File: config.mk
export PLATFORM = sky130hd
export DESIGN_NAME = stage3_mem_wb
export DESIGN_NICKNAME = d
export VERILOG_FILES = /design/src/rtl/riscv_pkg.sv /design/src/rtl/lsu_align.sv /design/src/rtl/stage3_mem_wb.sv
export SDC_FILE = /design/constraint.sdc
export NUM_CORES = 1
export LEC_CHECK = 0
export CAP_MARGIN = 20
export CORE_UTILIZATION = 25
export CTS_BUF_LIST = sky130_fd_sc_hd__clkbuf_4
export DETAILED_ROUTE_END_ITERATION = 10
export PLACE_DENSITY_LB_ADDON = 0.05
export SLEW_MARGIN = 5
export SYNTH_ARGS = -nofsm -noshare
export SYNTH_HDL_FRONTEND = slang
export SYNTH_HIERARCHICAL = 1
export SYNTH_SLANG_ARGS = --single-unit
File: constraint.sdc
create_clock -name clk -period 2.6 [get_ports clk]
set_input_delay 0.52 -clock clk [delete_from_list [all_inputs] [get_ports clk]]
set_output_delay 0.52 -clock clk [all_outputs]
set_load 0.1 [all_outputs]
File: src/rtl/riscv_pkg.sv
// Shared RISC-V encodings, stage-3 FSM states and the stage-3 input register payload.
package riscv_pkg;

    localparam int unsigned XLEN     = 32;
    localparam int unsigned OPC_W    = 7;
    localparam int unsigned F3_W     = 3;
    localparam int unsigned REG_AW   = 5;
    localparam int unsigned CSR_AW   = 12;
    localparam int unsigned STRB_W   = XLEN / 8;

    localparam logic [OPC_W-1:0] OPC_LOAD   = 7'b0000011;
    localparam logic [OPC_W-1:0] OPC_STORE  = 7'b0100011;
    localparam logic [OPC_W-1:0] OPC_OP     = 7'b0110011;
    localparam logic [OPC_W-1:0] OPC_OP_IMM = 7'b0010011;
    localparam logic [OPC_W-1:0] OPC_LUI    = 7'b0110111;
    localparam logic [OPC_W-1:0] OPC_AUIPC  = 7'b0010111;
    localparam logic [OPC_W-1:0] OPC_JAL    = 7'b1101111;
    localparam logic [OPC_W-1:0] OPC_JALR   = 7'b1100111;
    localparam logic [OPC_W-1:0] OPC_SYSTEM = 7'b1110011;

    localparam logic [F3_W-1:0] F3_B  = 3'b000;
    localparam logic [F3_W-1:0] F3_H  = 3'b001;
    localparam logic [F3_W-1:0] F3_W_ = 3'b010;
    localparam logic [F3_W-1:0] F3_BU = 3'b100;
    localparam logic [F3_W-1:0] F3_HU = 3'b101;

    localparam logic [F3_W-1:0] F3_CSRRW  = 3'b001;
    localparam logic [F3_W-1:0] F3_CSRRWI = 3'b101;

    localparam logic [XLEN-1:0]   NOP_INST   = 32'h0000_0013;
    localparam logic [CSR_AW-1:0] CSR_TOHOST = 12'h51E;

    typedef enum logic [1:0] {
        ST_IDLE = 2'd0,
        ST_REQ  = 2'd1,
        ST_RESP = 2'd2
    } stage3_state_e;

    typedef struct packed {
        logic            valid;
        logic [XLEN-1:0] inst;
        logic [XLEN-1:0] pc;
        logic [XLEN-1:0] alu;
        logic [XLEN-1:0] rs2;
    } stage3_reg_t;

endpackage

File: src/rtl/lsu_align.sv
// Byte-lane steering: store strobes/replicated data and load extraction with extension.
module lsu_align
    import riscv_pkg::*;
(
    input  logic [F3_W-1:0]   funct3,
    input  logic [1:0]        offset,
    input  logic [XLEN-1:0]   rs2,
    input  logic [XLEN-1:0]   resp_data,
    output logic [STRB_W-1:0] wstrb,
    output logic [XLEN-1:0]   wdata,
    output logic [XLEN-1:0]   load_data
);

    logic [XLEN-1:0] shifted;

    always_comb begin
        wstrb     = '0;
        wdata     = rs2;
        load_data = '0;
        shifted   = resp_data >> {offset, 3'b000};

        case (funct3)
            F3_B: begin
                wstrb = STRB_W'(4'b0001 << offset);
                wdata = {4{rs2[7:0]}};
            end
            F3_H: begin
                wstrb = STRB_W'(4'b0011 << {offset[1], 1'b0});
                wdata = {2{rs2[15:0]}};
            end
            F3_W_: begin
                wstrb = 4'hF;
                wdata = rs2;
            end
            default: ;
        endcase

        case (funct3)
            F3_B:    load_data = {{24{shifted[7]}}, shifted[7:0]};
            F3_H:    load_data = {{16{shifted[15]}}, shifted[15:0]};
            F3_W_:   load_data = shifted;
            F3_BU:   load_data = {24'h0, shifted[7:0]};
            F3_HU:   load_data = {16'h0, shifted[15:0]};
            default: load_data = '0;
        endcase
    end

endmodule

File: src/rtl/stage3_mem_wb.sv
// Memory/writeback stage: input register, dmem load/store handshake FSM, RF writeback.
// Optional tohost CSR (12'h51E) enabled by defining STAGE3_CSR_EN.
module stage3_mem_wb
    import riscv_pkg::*;
#(
    parameter logic [31:0] RESET_PC = 32'h0000_0000
) (
    input  logic                clk,
    input  logic                rst,
    input  logic                stage2_valid,
    input  logic [XLEN-1:0]     stage2_inst_in,
    input  logic [XLEN-1:0]     stage2_pc_in,
    input  logic [XLEN-1:0]     stage2_alu_in,
    input  logic [XLEN-1:0]     stage2_rs2_data_in,
    output logic                dmem_req_valid,
    input  logic                dmem_req_ready,
    output logic                dmem_req_we,
    output logic [XLEN-1:0]     dmem_addr,
    output logic [XLEN-1:0]     dmem_wdata,
    output logic [STRB_W-1:0]   dmem_wstrb,
    input  logic                dmem_resp_valid,
    input  logic [XLEN-1:0]     dmem_resp_data,
    output logic [XLEN-1:0]     stage3_inst,
    output logic [XLEN-1:0]     wb_data,
    output logic                rf_we,
    output logic [REG_AW-1:0]   rf_wa,
    output logic                stall
`ifdef STAGE3_CSR_EN
    ,
    output logic [XLEN-1:0]     csr_tohost
`endif
);

    stage3_reg_t      held_q;
    stage3_reg_t      held_d;
    stage3_state_e    state_q;
    stage3_state_e    state_d;

    logic [OPC_W-1:0]  opcode;
    logic [F3_W-1:0]   funct3;
    logic              is_load;
    logic              is_store;
    logic              cap_mem;
    logic              wb_op;
    logic [STRB_W-1:0] align_wstrb;
    logic [XLEN-1:0]   align_wdata;
    logic [XLEN-1:0]   load_data;
    logic              csr_hit;

    assign opcode   = held_q.inst[6:0];
    assign funct3   = held_q.inst[14:12];
    assign is_load  = (opcode == OPC_LOAD);
    assign is_store = (opcode == OPC_STORE);
    assign cap_mem  = stage2_valid &&
                      ((stage2_inst_in[6:0] == OPC_LOAD) || (stage2_inst_in[6:0] == OPC_STORE));
    assign stall    = (state_q == ST_REQ) || ((state_q == ST_RESP) && !dmem_resp_valid);

`ifdef STAGE3_CSR_EN
    assign csr_hit = (opcode == OPC_SYSTEM) &&
                     ((funct3 == F3_CSRRW) || (funct3 == F3_CSRRWI)) &&
                     (held_q.inst[31:20] == CSR_TOHOST);
`else
    assign csr_hit = 1'b0;
`endif

    // Flushed captures carry a NOP so forwarding never matches a dead instruction.
    always_comb begin
        held_d.valid = stage2_valid;
        held_d.inst  = stage2_valid ? stage2_inst_in : NOP_INST;
        held_d.pc    = stage2_pc_in;
        held_d.alu   = stage2_alu_in;
        held_d.rs2   = stage2_rs2_data_in;
    end

    always_ff @(posedge clk) begin
        if (rst) begin
            held_q.valid <= 1'b0;
            held_q.inst  <= NOP_INST;
            held_q.pc    <= RESET_PC;
            held_q.alu   <= '0;
            held_q.rs2   <= '0;
            state_q      <= ST_IDLE;
        end else begin
            if (!stall) begin
                held_q <= held_d;
            end
            state_q <= state_d;
        end
    end

`ifdef STAGE3_CSR_EN
    always_ff @(posedge clk) begin
        if (rst) begin
            csr_tohost <= '0;
        end else if (!stall && held_q.valid && csr_hit) begin
            csr_tohost <= held_q.alu;
        end
    end
`endif

    lsu_align u_lsu_align (
        .funct3    (funct3),
        .offset    (held_q.alu[1:0]),
        .rs2       (held_q.rs2),
        .resp_data (dmem_resp_data),
        .wstrb     (align_wstrb),
        .wdata     (align_wdata),
        .load_data (load_data)
    );

    // Next state follows the capture whenever the input register advances.
    always_comb begin
        state_d        = state_q;
        dmem_req_valid = 1'b0;
        dmem_req_we    = 1'b0;
        dmem_wstrb     = '0;
        dmem_addr      = {held_q.alu[31:2], 2'b00};
        dmem_wdata     = align_wdata;
        wb_data        = held_q.alu;
        wb_op          = 1'b0;

        if (!stall) begin
            state_d = cap_mem ? ST_REQ : ST_IDLE;
        end else if ((state_q == ST_REQ) && dmem_req_ready) begin
            state_d = is_load ? ST_RESP : ST_IDLE;
        end

        if (state_q == ST_REQ) begin
            dmem_req_valid = 1'b1;
            dmem_req_we    = is_store;
            dmem_wstrb     = is_store ? align_wstrb : '0;
        end

        case (opcode)
            OPC_LOAD:             wb_data = load_data;
            OPC_JAL, OPC_JALR:    wb_data = held_q.pc + 32'd4;
`ifdef STAGE3_CSR_EN
            OPC_SYSTEM:           wb_data = csr_hit ? csr_tohost : held_q.alu;
`endif
            default:              wb_data = held_q.alu;
        endcase

        case (opcode)
            OPC_LOAD, OPC_OP, OPC_OP_IMM, OPC_LUI,
            OPC_AUIPC, OPC_JAL, OPC_JALR: wb_op = 1'b1;
            OPC_SYSTEM:                   wb_op = csr_hit;
            default:                      wb_op = 1'b0;
        endcase
    end

    assign stage3_inst = held_q.inst;
    assign rf_wa       = held_q.inst[11:7];
    assign rf_we       = held_q.valid && !stall && (rf_wa != 5'd0) && wb_op;

endmodule

# Word level (Yosys, flattened, before mapping)
# Index checks and enable logic that the tools add are counted.
[classes]
shifts = 3
n_mul = 0
div = 0
n_addsub = 1
magnitude_cmp = 0
n_eq_ne = 17
reduce_logical = 14
mux = 14
bitwise = 0
[op_table]
columns = ["cell", "count"]
rows = [
  ["$pmux W32 S5", 1],
  ["$pmux W32 S2", 2],
  ["$add A32 B3 Y32 const B", 1],
  ["$mux W32", 1],
  ["$shr A32 B5 Y32", 1],
  ["$eq A7 B6 Y1 const B", 4],
  ["$eq A7 B2 Y1 const B", 2],
  ["$eq A7 B5 Y1 const B", 2],
  ["$eq A7 B7 Y1 const B", 2],
  ["$pmux W4 S3", 1],
  ["$mux W4", 2],
  ["$reduce_or A7 Y1", 1],
  ["$eq A3 B3 Y1 const B", 2],
  ["$logic_and A1 B1 Y1", 6],
  ["$mux W2", 3],
  ["$reduce_bool A5 Y1", 1],
  ["$mux W1", 4],
  ["$shl A1 B2 Y4 const A", 1],
  ["$shl A2 B2 Y4 const A", 1],
  ["$eq A3 B1 Y1 const B", 1],
  ["$eq A3 B2 Y1 const B", 1],
  ["$logic_not A3 Y1", 1],
  ["$eq A2 B1 Y1 const B", 1],
  ["$eq A2 B2 Y1 const B", 1],
  ["4 further kinds", 6],
]
[totals]
mem_bits_rw = 0
n_memories = 0
mem_bits_ro = 0
register_bits = 131
latch_bits = 0

# Logic depth before layout (Yosys ltp)
# Gate-level depths: netlist of run 1.
[logic_depth]
ltp_word = 7
mapped_depth = 8
ltp_nobuf = 6

# Cells and area by module
# Netlist of run 1, hierarchy kept.
[by_module_without_submodules]
columns = ["mod", "cells_per_inst", "area_each_um2", "n_inst"]
rows = [
  ["stage3_mem_wb", 829, 6238.5, 1],
  ["lsu_align", 181, 1341.3, 1],
]

# Least setup slack after synthesis of run 1
# OpenSTA, ideal clock, no wires.
[synth_timing]
kind = "flip-flop to output port"
startpoint = "register state_q[1]"
endpoint = "output port dmem_wstrb[0]"
path_stages_with_launch = 6
arrival_time_ns = 4.363
path_buffers = 0
path_slack_ns = -2.283
path_cell_list = "dfxtp_1 nand2b_1 inv_1 nand2_1 nor3_1 and2_1"
[synth_between]
elab_chain_cells = 2
[synth_lines]
columns = ["item", "line", "source"]
rows = [
  ["start, declared", "stage3_mem_wb.sv:36", "stage3_state_e state_q;"],
  ["start signal, assigned", "stage3_mem_wb.sv:87", "state_q <= state_d;"],
  ["$eq A2 B1 Y1", "stage3_mem_wb.sv:128", "if (state_q == ST_REQ) begin"],
  ["$mux W4", "stage3_mem_wb.sv:128", ""],
  ["end, declared", "stage3_mem_wb.sv:20", "output logic [STRB_W-1:0] dmem_wstrb,"],
]
# No other way between the ends.

# Worst setup path in the final report of run 1
[layout_timing]
startpoint = "register held_q, in the netlist stage3_inst[3]"
endpoint = "output port wb_data[5]"
[layout_between]
elab_chain_cells = 3
word_cells_on_any_way = 5
[layout_lines]
columns = ["item", "line", "source"]
rows = [
  ["start, declared", "stage3_mem_wb.sv:34", "stage3_reg_t held_q;"],
  ["start signal, assigned", "stage3_mem_wb.sv:85", "held_q <= held_d;"],
  ["$eq A7 B7 Y1", "stage3_mem_wb.sv:134", "case (opcode)"],
  ["$reduce_or A2 Y1", "stage3_mem_wb.sv:134", ""],
  ["$pmux W32 S2 *", "stage3_mem_wb.sv:134", ""],
  ["end, declared", "stage3_mem_wb.sv:24", "output logic [XLEN-1:0] wb_data,"],
]
# Every way passes the cells marked *; elsewhere a longest branch is shown, timed or not.

==> flow_summary.json, run 1 <==
{
  "path_clk_slew_ns": 0.16,
  "synth-edff-count": 0,
  "die_w_um": 176,
  "relSlewSlack": 0.647,
  "overflow": 0,
  "first_pass_iters": 6,
  "critPathCaptureType": "output port",
  "grt_max_degree": 87,
  "io_buffers": 303,
  "synth_seq_cells": 131,
  "cts_tree": "yes",
  "min_path_type": "input port to register",
  "synthFlopType": "dfxtp_1",
  "hold_depth": 2,
  "clkSinkCount": 131,
  "setup_viol": 45,
  "vias_per_cell": 4.67,
  "via_count": 7835,
  "async_flop_share": 0,
  "leakagePower_nw": 5.04,
  "drtIter0Drc": 358,
  "crit_arrival_ns": 2.51,
  "synth_cells": 1010,
  "syn_to_final_growth_pct": 62.6,
  "cts_made_buffers": 17,
  "clk_latency_ns": 0.55,
  "cts-root-buf": "clkbuf_4",
  "globalplace.congestion": 0.797,
  "layout_min_cycle_time_ns": 3.03,
  "placed_area_mm2": 0.0115,
  "drv_slew": 0,
  "cp_max_fo": 32,
  "yosysWarnings": 6,
  "grt_pass1_vias": 7779,
  "drc": 0,
  "status": "finished with violations",
  "nNetsFinal": 1437,
  "tns_ns": -12.64,
  "vdd_drop_max_mv": 0.299,
  "fmax_mhz": 330,
  "violations": "negative setup slack",
  "holdBufCountCts": 0,
  "ios": 306,
  "hold_path_startpoint": "rst",
  "clock_path_buffers": 2,
  "setup.worst_path.class": "register to output port",
  "hold_slack_ns": 0.338,
  "drtAntennaViolNets": 0,
  "skew_ns": 0.0332,
  "final_cell_area_mm2": 0.0123,
  "hold_path_end": "stage3_inst[21]$_SDFFE_PP0N_",
  "intPower_w": 0.00362,
  "dpl.hpwl_um": 22200,
  "grt_pass1_wl_um": 46500,
  "power_w": 0.00617,
  "drive_gt1_frac": 0.301,
  "reg2reg_depth": 7,
  "htreeDepth": 4,
  "std_cell_rows": 63,
  "dieHeight_um": 176,
  "core_area_mm2": 0.0297,
  "worst_pin_slew_ns": 0.529,
  "drt-total-wl_um": 30600,
  "synth_cell_types": 56,
  "p_seq_frac": 0.359,
  "ff_latch_area_mm2": 0.00264,
  "rrSetupSlack_ns": 0.73,
  "reg2reg_to": "stage3_inst[12]$_SDFFE_PP0N_",
  "swShare": 0.413,
  "crit_required_ns": 2.08,
  "post-route-period-util": 1.16,
  "setup_ws_ns": -0.426,
  "antenna_found_initial": 6,
  "rsz0062_at_grt": "true",
  "startpoint_type": "register",
  "postSynthAreaPerCell_um2": 7.50,
  "syn_area_mm2": 0.00758,
  "yosysSeqAreaShare": 0.346,
  "p_per_area_mw_per_mm2": 501,
  "hold_viol": 0,
  "wl_per_cell_um": 18.2,
  "p_switching_w": 0.00255,
  "r2r_start": "state_q[1]$_SDFFE_PP0P_",
  "dp_slack_ns": -0.266,
  "grtUsageTotal": 0.196,
  "multi_input_area_mm2": 0.00444,
  "initial_core_util": 0.255,
  "clkPwrFrac": 0.255,
  "maxCapViolCount": 0,
  "die_area_mm2": 0.0310,
  "comb_power_share": 0.386,
  "fill_cells": 3055
}
==> metrics by stage <==
step | utilization | instances
4_1_cts | 0.409 | 1671
5_1_grt | 0.414 | 1675
3_5_place_dp | 0.388 | 1624
3_3_place_gp | 0.388 | 1624
2_1_floorplan | - | 1011
6_report | 0.415 | 1678
==> layer usage <==
metal,vias up,global-route usage,wire length [um]
li1,3907,-,-
met1,3678,0.250,13700
met2,224,0.316,14000
met3,22,0.0685,2380
met4,4,0.0417,432
met5,-,0,24
==> layout make-up <==
class	count	share of cell area
Multi-Input combinational cell	714	0.361
Timing Repair Buffer	392	0.355
Sequential cell	131	0.215
Tap cell	390	0.0396
Clock inverter	14	0.0135
Clock buffer	18	0.0110
Inverter	15	0.00508
Antenna cell	4	0.000812
==> power by group through the flow <==
stage	combinational [W]	sequential (W)	clock (W)
2_1_floorplan	0.00151	0.00222	0
3_3_place_gp	0.00232	0.00226	0
3_5_place_dp	0.00232	0.00226	0
4_1_cts	0.00239	0.00222	0.00164
5_1_grt	0.00248	0.00224	0.00172
6_report	0.00238	0.00222	0.00157
==> state kept, by name, summed over array words and instances (netlist names) <==
name and count:
held_q 67, stage3_inst 32, dmem_addr 30, state_q 2
==> worst max-delay path, cell delays in order, from the launching register on <==
cell,delay (ns)
dfxtp_2,0.35
or4_4,0.53
nor3_4,0.25
nor2_2,0.08
buf_12,0.18
a221o_2,0.38
buf_12,0.18
==> cells in the mapped netlist (2+ instances only) <==
cell type  instances  area share
a21oi_1          143       0.094
inv_1             15      0.0074
mux2_2            26       0.039
or4_4              2      0.0030
and2_1             6      0.0050
xor2_1            14       0.016
dfxtp_1          131        0.35
nor3_4             2      0.0043
nor3_1             6      0.0040
buf_4             82       0.081
buf_2             18       0.012
nor2b_1           12      0.0099
a2bb2oi_1          7      0.0081
nor3_2             2      0.0026
and3_1             4      0.0033
nor2_1            29       0.014
a211oi_1          14       0.014
buf_6              2      0.0030
buf_1              2     0.00099
nand4_1            8      0.0066
nand2_1          248        0.12
a22oi_1           26       0.026
nand3b_1           2      0.0020
o211ai_1           8      0.0079
nand2b_1           4      0.0033
clkbuf_1          47       0.023
o21ai_1            5      0.0033
mux2i_1           16       0.021
o21ai_0           32       0.021
nand3_1           52       0.034
a221o_1            5      0.0066
and4_1             2      0.0023
xnor2_1           14       0.016
nor4_1             2      0.0017
==> cell usage in the layout (no fill, tap or decap), drive strengths merged, types with 22 or more instances in the layout <==
master,n
nor2,31
clkdlybuf4s50,163
a22oi,26
nand2,249
mux2,26
inv,22
dfxtp,131
nand3,53
a21oi,144
buf,228
o21ai,37
==> how the worst max path moves through the flow <==
stage,startpoint,to,depth (start not counted)
after floorplan,stage3_inst[5]$_SDFFE_PP0N_,wb_data[10],4
after global placement,dmem_resp_data[7],wb_data[21],8
after detailed placement,dmem_resp_data[7],wb_data[28],8
after CTS,stage3_inst[3]$_SDFFE_PP0N_,wb_data[13],6
after global routing,held_q[66]$_SDFFE_PP0N_,wb_data[30],9
final,stage3_inst[3]$_SDFFE_PP0N_,wb_data[5],6
==> what timing repair did <==
action	4_1_cts	5_1_grt
setup endpoints to repair	59	61
gates resized for setup	56	28
buffers inserted	14	5
gates cloned	1	1
pin swaps	9	11
==> cell families after synthesis <==
kind of cell / after synthesis / synth area share
AND/OR/NAND/NOR: 393 / 0.238
AO/OA/AOI/OAI: 247 / 0.191
buffers and inverters: 166 / 0.128
flip-flops: 131 / 0.346
multiplexers: 43 / 0.0627
XOR/XNOR: 28 / 0.0324
adder cells (fa/ha/maj): 1 / 0.00165
other: 1 / 0.000495
Note: power is estimated with default switching activity, not from simulation.
==> run 2, diff against run 1 <==
--- a/config.mk
+++ b/config.mk
@@ -8,8 +8,9 @@
 export CAP_MARGIN = 20
 export CORE_UTILIZATION = 25
 export CTS_BUF_LIST = sky130_fd_sc_hd__clkbuf_4
+export CTS_CLUSTER_SIZE = 10
 export DETAILED_ROUTE_END_ITERATION = 10
-export PLACE_DENSITY_LB_ADDON = 0.05
+export PLACE_DENSITY_LB_ADDON = 0.08
 export SLEW_MARGIN = 5
 export SYNTH_ARGS = -nofsm -noshare
 export SYNTH_HDL_FRONTEND = slang
==> flow_summary.json, run 2 (synthesis gave the netlist of run 1 again) <==
{
  "clkSinkCount": 131,
  "reg2reg_to": "state_q[1]$_SDFFE_PP0P_",
  "placed_area_mm2": 0.0116,
  "worst_pin_slew_ns": 0.544,
  "cp_max_fo": 8,
  "cts_tree": "yes",
  "cp_num_buf_inv": 3,
  "fill_cells": 2996,
  "met2_usage": 0.346,
  "r2r_start": "stage3_inst[3]$_SDFFE_PP0N_",
  "setup_ws_ns": -0.436,
  "drc": 0,
  "std_cell_rows": 63,
  "vias_per_cell": 4.72,
  "grt_max_degree": 74,
  "crit_slowest_cell": "or4_4",
  "grt_pass1_wl_um": 49200,
  "worstPathCellList": "or4_4 -> nor3_4 -> nor2_4 -> buf_6 -> buf_16 -> a22oi_2 -> o21ai_2 -> buf_12",
  "min_path_type": "input port to register",
  "largest_register_ffs": 67,
  "drv_slew": 0,
  "dpl.cell_count": 1624,
  "drive_gt1_frac": 0.332,
  "initial_core_util": 0.255,
  "cts_made_buffers": 17,
  "hold_path_startpoint": "rst",
  "regMostFlops": "held_q",
  "grtUsageTotal": 0.210,
  "setup_viol": 56,
  "wl_per_cell_um": 19.2,
  "utilization": 0.433,
  "via_count": 8001,
  "reg2reg_depth": 7,
  "clk_latency_ns": 0.57,
  "rrSetupSlack_ns": 0.79,
  "p_per_area_mw_per_mm2": 487,
  "leakagePower_nw": 5.25,
  "dieHeight_um": 176,
  "grt_pass1_vias": 8190,
  "core_area_mm2": 0.0297,
  "htreeDepth": 4,
  "layout_commonest_cell": "nand2_1",
  "hold_depth": 2,
  "final_cell_mix": "nand2_1, clkdlybuf4s50_1, buf_4, a21oi_1, dfxtp_1",
  "use_met1": 0.265,
  "vdd_drop_max_mv": 0.250,
  "critical_path.top_delay_family": "simple AND/OR/NAND/NOR gates",
  "final_cell_area_mm2": 0.0129,
  "violations": "negative setup slack",
  "layout_min_cycle_time_ns": 3.04,
  "met3_usage": 0.0648,
  "die_w_um": 176,
  "skew_ns": 0.0197,
  "antenna_found_initial": 2,
  "critPathCaptureType": "output port",
  "hold_path_end": "held_q[23]$_SDFFE_PP0N_",
  "top_usage_layer": "met2",
  "cts-root-buf": "clkbuf_4",
  "first_pass_iters": 5,
  "hold_viol": 0,
  "syn_to_final_growth_pct": 69.9,
  "slowest_delay_ns": 0.56,
  "setup.worst_path.class": "register to output port",
  "ios": 306,
  "dp_slack_ns": -0.294,
  "instances_no_fill": 1694,
  "crit_arrival_ns": 2.52,
  "fmax_mhz": 329,
  "die_area_mm2": 0.0310,
  "overflow": 0,
  "dpl.hpwl_um": 22200,
  "startpoint_type": "register",
  "maxCapViolCount": 0,
  "status": "finished with violations",
  "crit_required_ns": 2.08,
  "globalplace.congestion": 0.810,
  "path_clk_slew_ns": 0.16,
  "drtAntennaViolNets": 0,
  "drt-total-wl_um": 32500,
  "relSlewSlack": 0.637,
  "nNetsFinal": 1456,
  "clock_path_buffers": 2,
  "post-route-period-util": 1.17,
  "io_buffers": 303,
  "rsz0062_at_grt": "true",
  "drtIter0Drc": 406
}
## run 2: cell types whose count changed in the layout (fill, tap and decap cells not counted), sizes merged
cell    previous run  this run
buf              228       246
diode              4         1
bufbuf             0         1
## run 2: what timing repair did
item	in CTS	in global routing
resized for setup	111	19
pin swaps	22	20
endpoints found under the setup margin	61	61
cloned	9	1
hold buffers	0	0
buffers inserted	27	2
## run 2: layout make-up
class                           instances  area, um^2  share of cell area
Sequential cell                       131        2640               0.205
Inverter                               15        62.6             0.00486
Tap cell                              390         488              0.0379
Multi-Input combinational cell        714        4620               0.358
Antenna cell                            1        2.50            0.000194
Clock buffer                           18         135              0.0105
Clock inverter                         14         164              0.0127
Timing Repair Buffer                  411        4770               0.370
## run 2: worst reg2reg max path, delay by kind of cell, from the launching register on
kind | cells | cell delay (ns)
AOI/OAI and AO/OA | 1 | 0.13
DFF | 1 | 0.34
and+or+nand+nor | 3 | 0.83
buffers and inverters | 3 | 0.44
## run 2: layer usage
layer  wire length (um)  up-vias
met2              15200      268
met4                462        2
met5                 13        -
met3               2570       30
li1                   -     3939
met1              14200     3762
## run 2: worst max-delay path by stage
stage	startpoint	to	slack, ns	cells past startpoint
after floorplan	stage3_inst[5]$_SDFFE_PP0N_	wb_data[10]	-0.46	4
after global placement	dmem_resp_data[23]	wb_data[15]	-0.26	7
after detailed placement	dmem_resp_data[23]	wb_data[15]	-0.29	7
after CTS	stage3_inst[3]$_SDFFE_PP0N_	wb_data[24]	-0.58	8
after global routing	held_q[67]$_SDFFE_PP0N_	wb_data[28]	-0.63	9
final	stage3_inst[3]$_SDFFE_PP0N_	wb_data[24]	-0.44	8
## run 2: metrics by stage
| stage | power (W) | TNS, ns | hold WS (ns) |
|---|---|---|---|
| after floorplan | 0.00373 | -4.86 | 0.432 |
| after global placement | 0.00459 | -4.80 | 0.439 |
| after detailed placement | 0.00459 | -5.78 | 0.444 |
| after CTS | 0.00635 | -22.20 | 0.369 |
| after global routing | 0.00655 | -24.45 | 0.390 |
| final | 0.00627 | -15.04 | 0.433 |
## run 2: power breakdown
group          total, W  internal [W]  switching [W]
clock           0.00155      0.000610       0.000943
sequential      0.00222       0.00211       0.000109
combinational   0.00250      0.000964        0.00153
total           0.00627       0.00369        0.00258
==> run 3, diff against run 2 <==
--- a/config.mk
+++ b/config.mk
@@ -6,10 +6,12 @@
 export NUM_CORES = 1
 export LEC_CHECK = 0
 export CAP_MARGIN = 20
+export CORE_MARGIN = 1.5
 export CORE_UTILIZATION = 25
 export CTS_BUF_LIST = sky130_fd_sc_hd__clkbuf_4
 export CTS_CLUSTER_SIZE = 10
 export DETAILED_ROUTE_END_ITERATION = 10
+export HOLD_SLACK_MARGIN = 0.02
 export PLACE_DENSITY_LB_ADDON = 0.08
 export SLEW_MARGIN = 5
 export SYNTH_ARGS = -nofsm -noshare
==> flow_summary.json, run 3 (synthesis gave the netlist of run 1 again) <==
{
  "dieHeight_um": 177,
  "cts_tree": "yes",
  "p_per_area_mw_per_mm2": 489,
  "layout_min_cycle_time_ns": 3.06,
  "drtIter0Drc": 352,
  "vias_per_cell": 4.71,
  "overflow": 0,
  "intPower_w": 0.00366,
  "htreeDepth": 4,
  "reg2reg_depth": 7,
  "skew_ns": 0.0305,
  "swShare": 0.414,
  "hold_viol": 0,
  "syn_to_final_growth_pct": 68.3,
  "relSlewSlack": 0.533,
  "drt-total-wl_um": 32200,
  "clock_path_buffers": 2,
  "fmax_mhz": 327,
  "rsz0062_at_grt": "true",
  "crit_arrival_ns": 2.54,
  "wl_per_cell_um": 18.9,
  "post-route-period-util": 1.18,
  "setup_ws_ns": -0.457,
  "first_pass_iters": 4,
  "leakagePower_nw": 5.21,
  "nNetsFinal": 1463,
  "crit_required_ns": 2.08,
  "grt_pass1_wl_um": 47200,
  "grt_max_degree": 74,
  "rrSetupSlack_ns": 0.66,
  "regMostFlops": "held_q",
  "comb_power_share": 0.396,
  "clkSinkCount": 131,
  "path_clk_slew_ns": 0.16,
  "die_w_um": 177,
  "io_buffers": 303,
  "setup.worst_path.class": "register to output port",
  "vdd_drop_max_mv": 0.325,
  "p_switching_w": 0.00258,
  "initial_core_util": 0.255,
  "via_count": 8006,
  "hold_depth": 2,
  "critPathCaptureType": "output port",
  "status": "finished with violations",
  "globalplace.congestion": 0.812,
  "grt_pass1_vias": 7866,
  "std_cell_rows": 63,
  "startpoint_type": "register",
  "setup_viol": 45,
  "clk_latency_ns": 0.55,
  "cp-startpoint": "stage3_inst[2]$_SDFFE_PP0N_",
  "hold_slack_ns": 0.341,
  "die_area_mm2": 0.0314,
  "r2r_start": "state_q[1]$_SDFFE_PP0P_",
  "holdBufCountCts": 0,
  "final_cell_mix": "nand2_1, clkdlybuf4s50_1, buf_4, a21oi_1, dfxtp_1",
  "core_area_mm2": 0.0297,
  "drive_gt1_frac": 0.322,
  "worstSetupEndpoint": "wb_data[14]",
  "grtUsageTotal": 0.199,
  "power_w": 0.00624,
  "placed_area_mm2": 0.0117,
  "min_path_type": "input port to register",
  "final_cell_area_mm2": 0.0128,
  "violations": "negative setup slack",
  "dpl.hpwl_um": 22800,
  "clkPwrFrac": 0.249,
  "reg2reg_to": "dmem_addr[21]$_SDFFE_PP0N_",
  "maxCapViolCount": 0,
  "antenna_found_initial": 2,
  "drv_slew": 0,
  "p_seq_frac": 0.356,
  "worst_pin_slew_ns": 0.700,
  "largest_register_ffs": 67,
  "cp_max_fo": 8,
  "cts-root-buf": "clkbuf_4",
  "drtAntennaViolNets": 0,
  "drc": 0,
  "layout_commonest_cell": "nand2_1",
  "ios": 306,
  "cts_made_buffers": 17
}
-- run 3: cell count changes in the layout (fill, tap and decap cells not counted), sizes merged --
cell / before / now
buf: 246 / 253
bufbuf: 1 / 0
clkinv: 1 / 0
clkinvlp: 4 / 5
-- run 3: power groups by stage --
stage | clock network (W) | logic [W] | registers [W]
after global routing | 0.00170 | 0.00257 | 0.00224
after global placement | 0 | 0.00234 | 0.00226
final | 0.00155 | 0.00247 | 0.00222
after detailed placement | 0 | 0.00234 | 0.00226
after CTS | 0.00162 | 0.00244 | 0.00222
after floorplan | 0 | 0.00151 | 0.00222
-- run 3: worst min-delay path by stage --
stage	endpoint	startpoint
2_1_floorplan	stage3_inst[15]$_SDFFE_PP0N_	stage3_inst[15]$_SDFFE_PP0N_
3_3_place_gp	stage3_inst[15]$_SDFFE_PP0N_	stage3_inst[15]$_SDFFE_PP0N_
3_5_place_dp	stage3_inst[19]$_SDFFE_PP0N_	stage3_inst[19]$_SDFFE_PP0N_
4_1_cts	state_q[0]$_SDFFE_PP0P_	rst
5_1_grt	held_q[128]$_SDFFE_PP0N_	rst
6_report	state_q[0]$_SDFFE_PP0P_	rst
-- run 3: cell type report --
type | count | area (um^2)
Antenna cell | 1 | 2.50
Clock buffer | 17 | 128
Clock inverter | 14 | 165
Fill cell | 3014 | 17000
Inverter | 15 | 62.6
Multi-Input combinational cell | 714 | 4560
Sequential cell | 131 | 2650
Tap cell | 390 | 488
Timing Repair Buffer | 418 | 4710
-- run 3: stage by stage --
stage	setup TNS (ns)	setup slack (ns)	utilization	std cells
after detailed placement	-5.93	-0.410	0.393	1639
after global placement	-5.41	-0.376	0.393	1639
after CTS	-17.99	-0.554	0.421	1683
after floorplan	-4.86	-0.461	-	1011
after global routing	-21.48	-0.611	0.429	1700
final	-14.32	-0.457	0.429	1700
-- run 3: timing repair --
action	4_1_cts	5_1_grt
cloned	4	2
gates resized for setup	87	26
setup buffers	11	16
setup endpoints to repair	61	58
pin swaps	13	3
-- run 3: layer usage --
layer / wire length (um) / share of wire / global-route usage / up-vias
li1: - / - / - / 3954
met1: 14400 / 0.45 / 0.261 / 3752
met2: 14600 / 0.45 / 0.319 / 271
met3: 2730 / 0.085 / 0.0610 / 27
met4: 474 / 0.015 / 0.0427 / 2
met5: 12 / 0.00037 / 0 / -
-- run 3: worst max-delay path: stages (launching register included) --
cell	delay [ns]
dfxtp_4	0.37
or4_4	0.55
nor3_4	0.20
nor2_4	0.10
buf_12	0.15
buf_16	0.14
a22oi_1	0.18
o21ai_2	0.11
buf_12	0.17
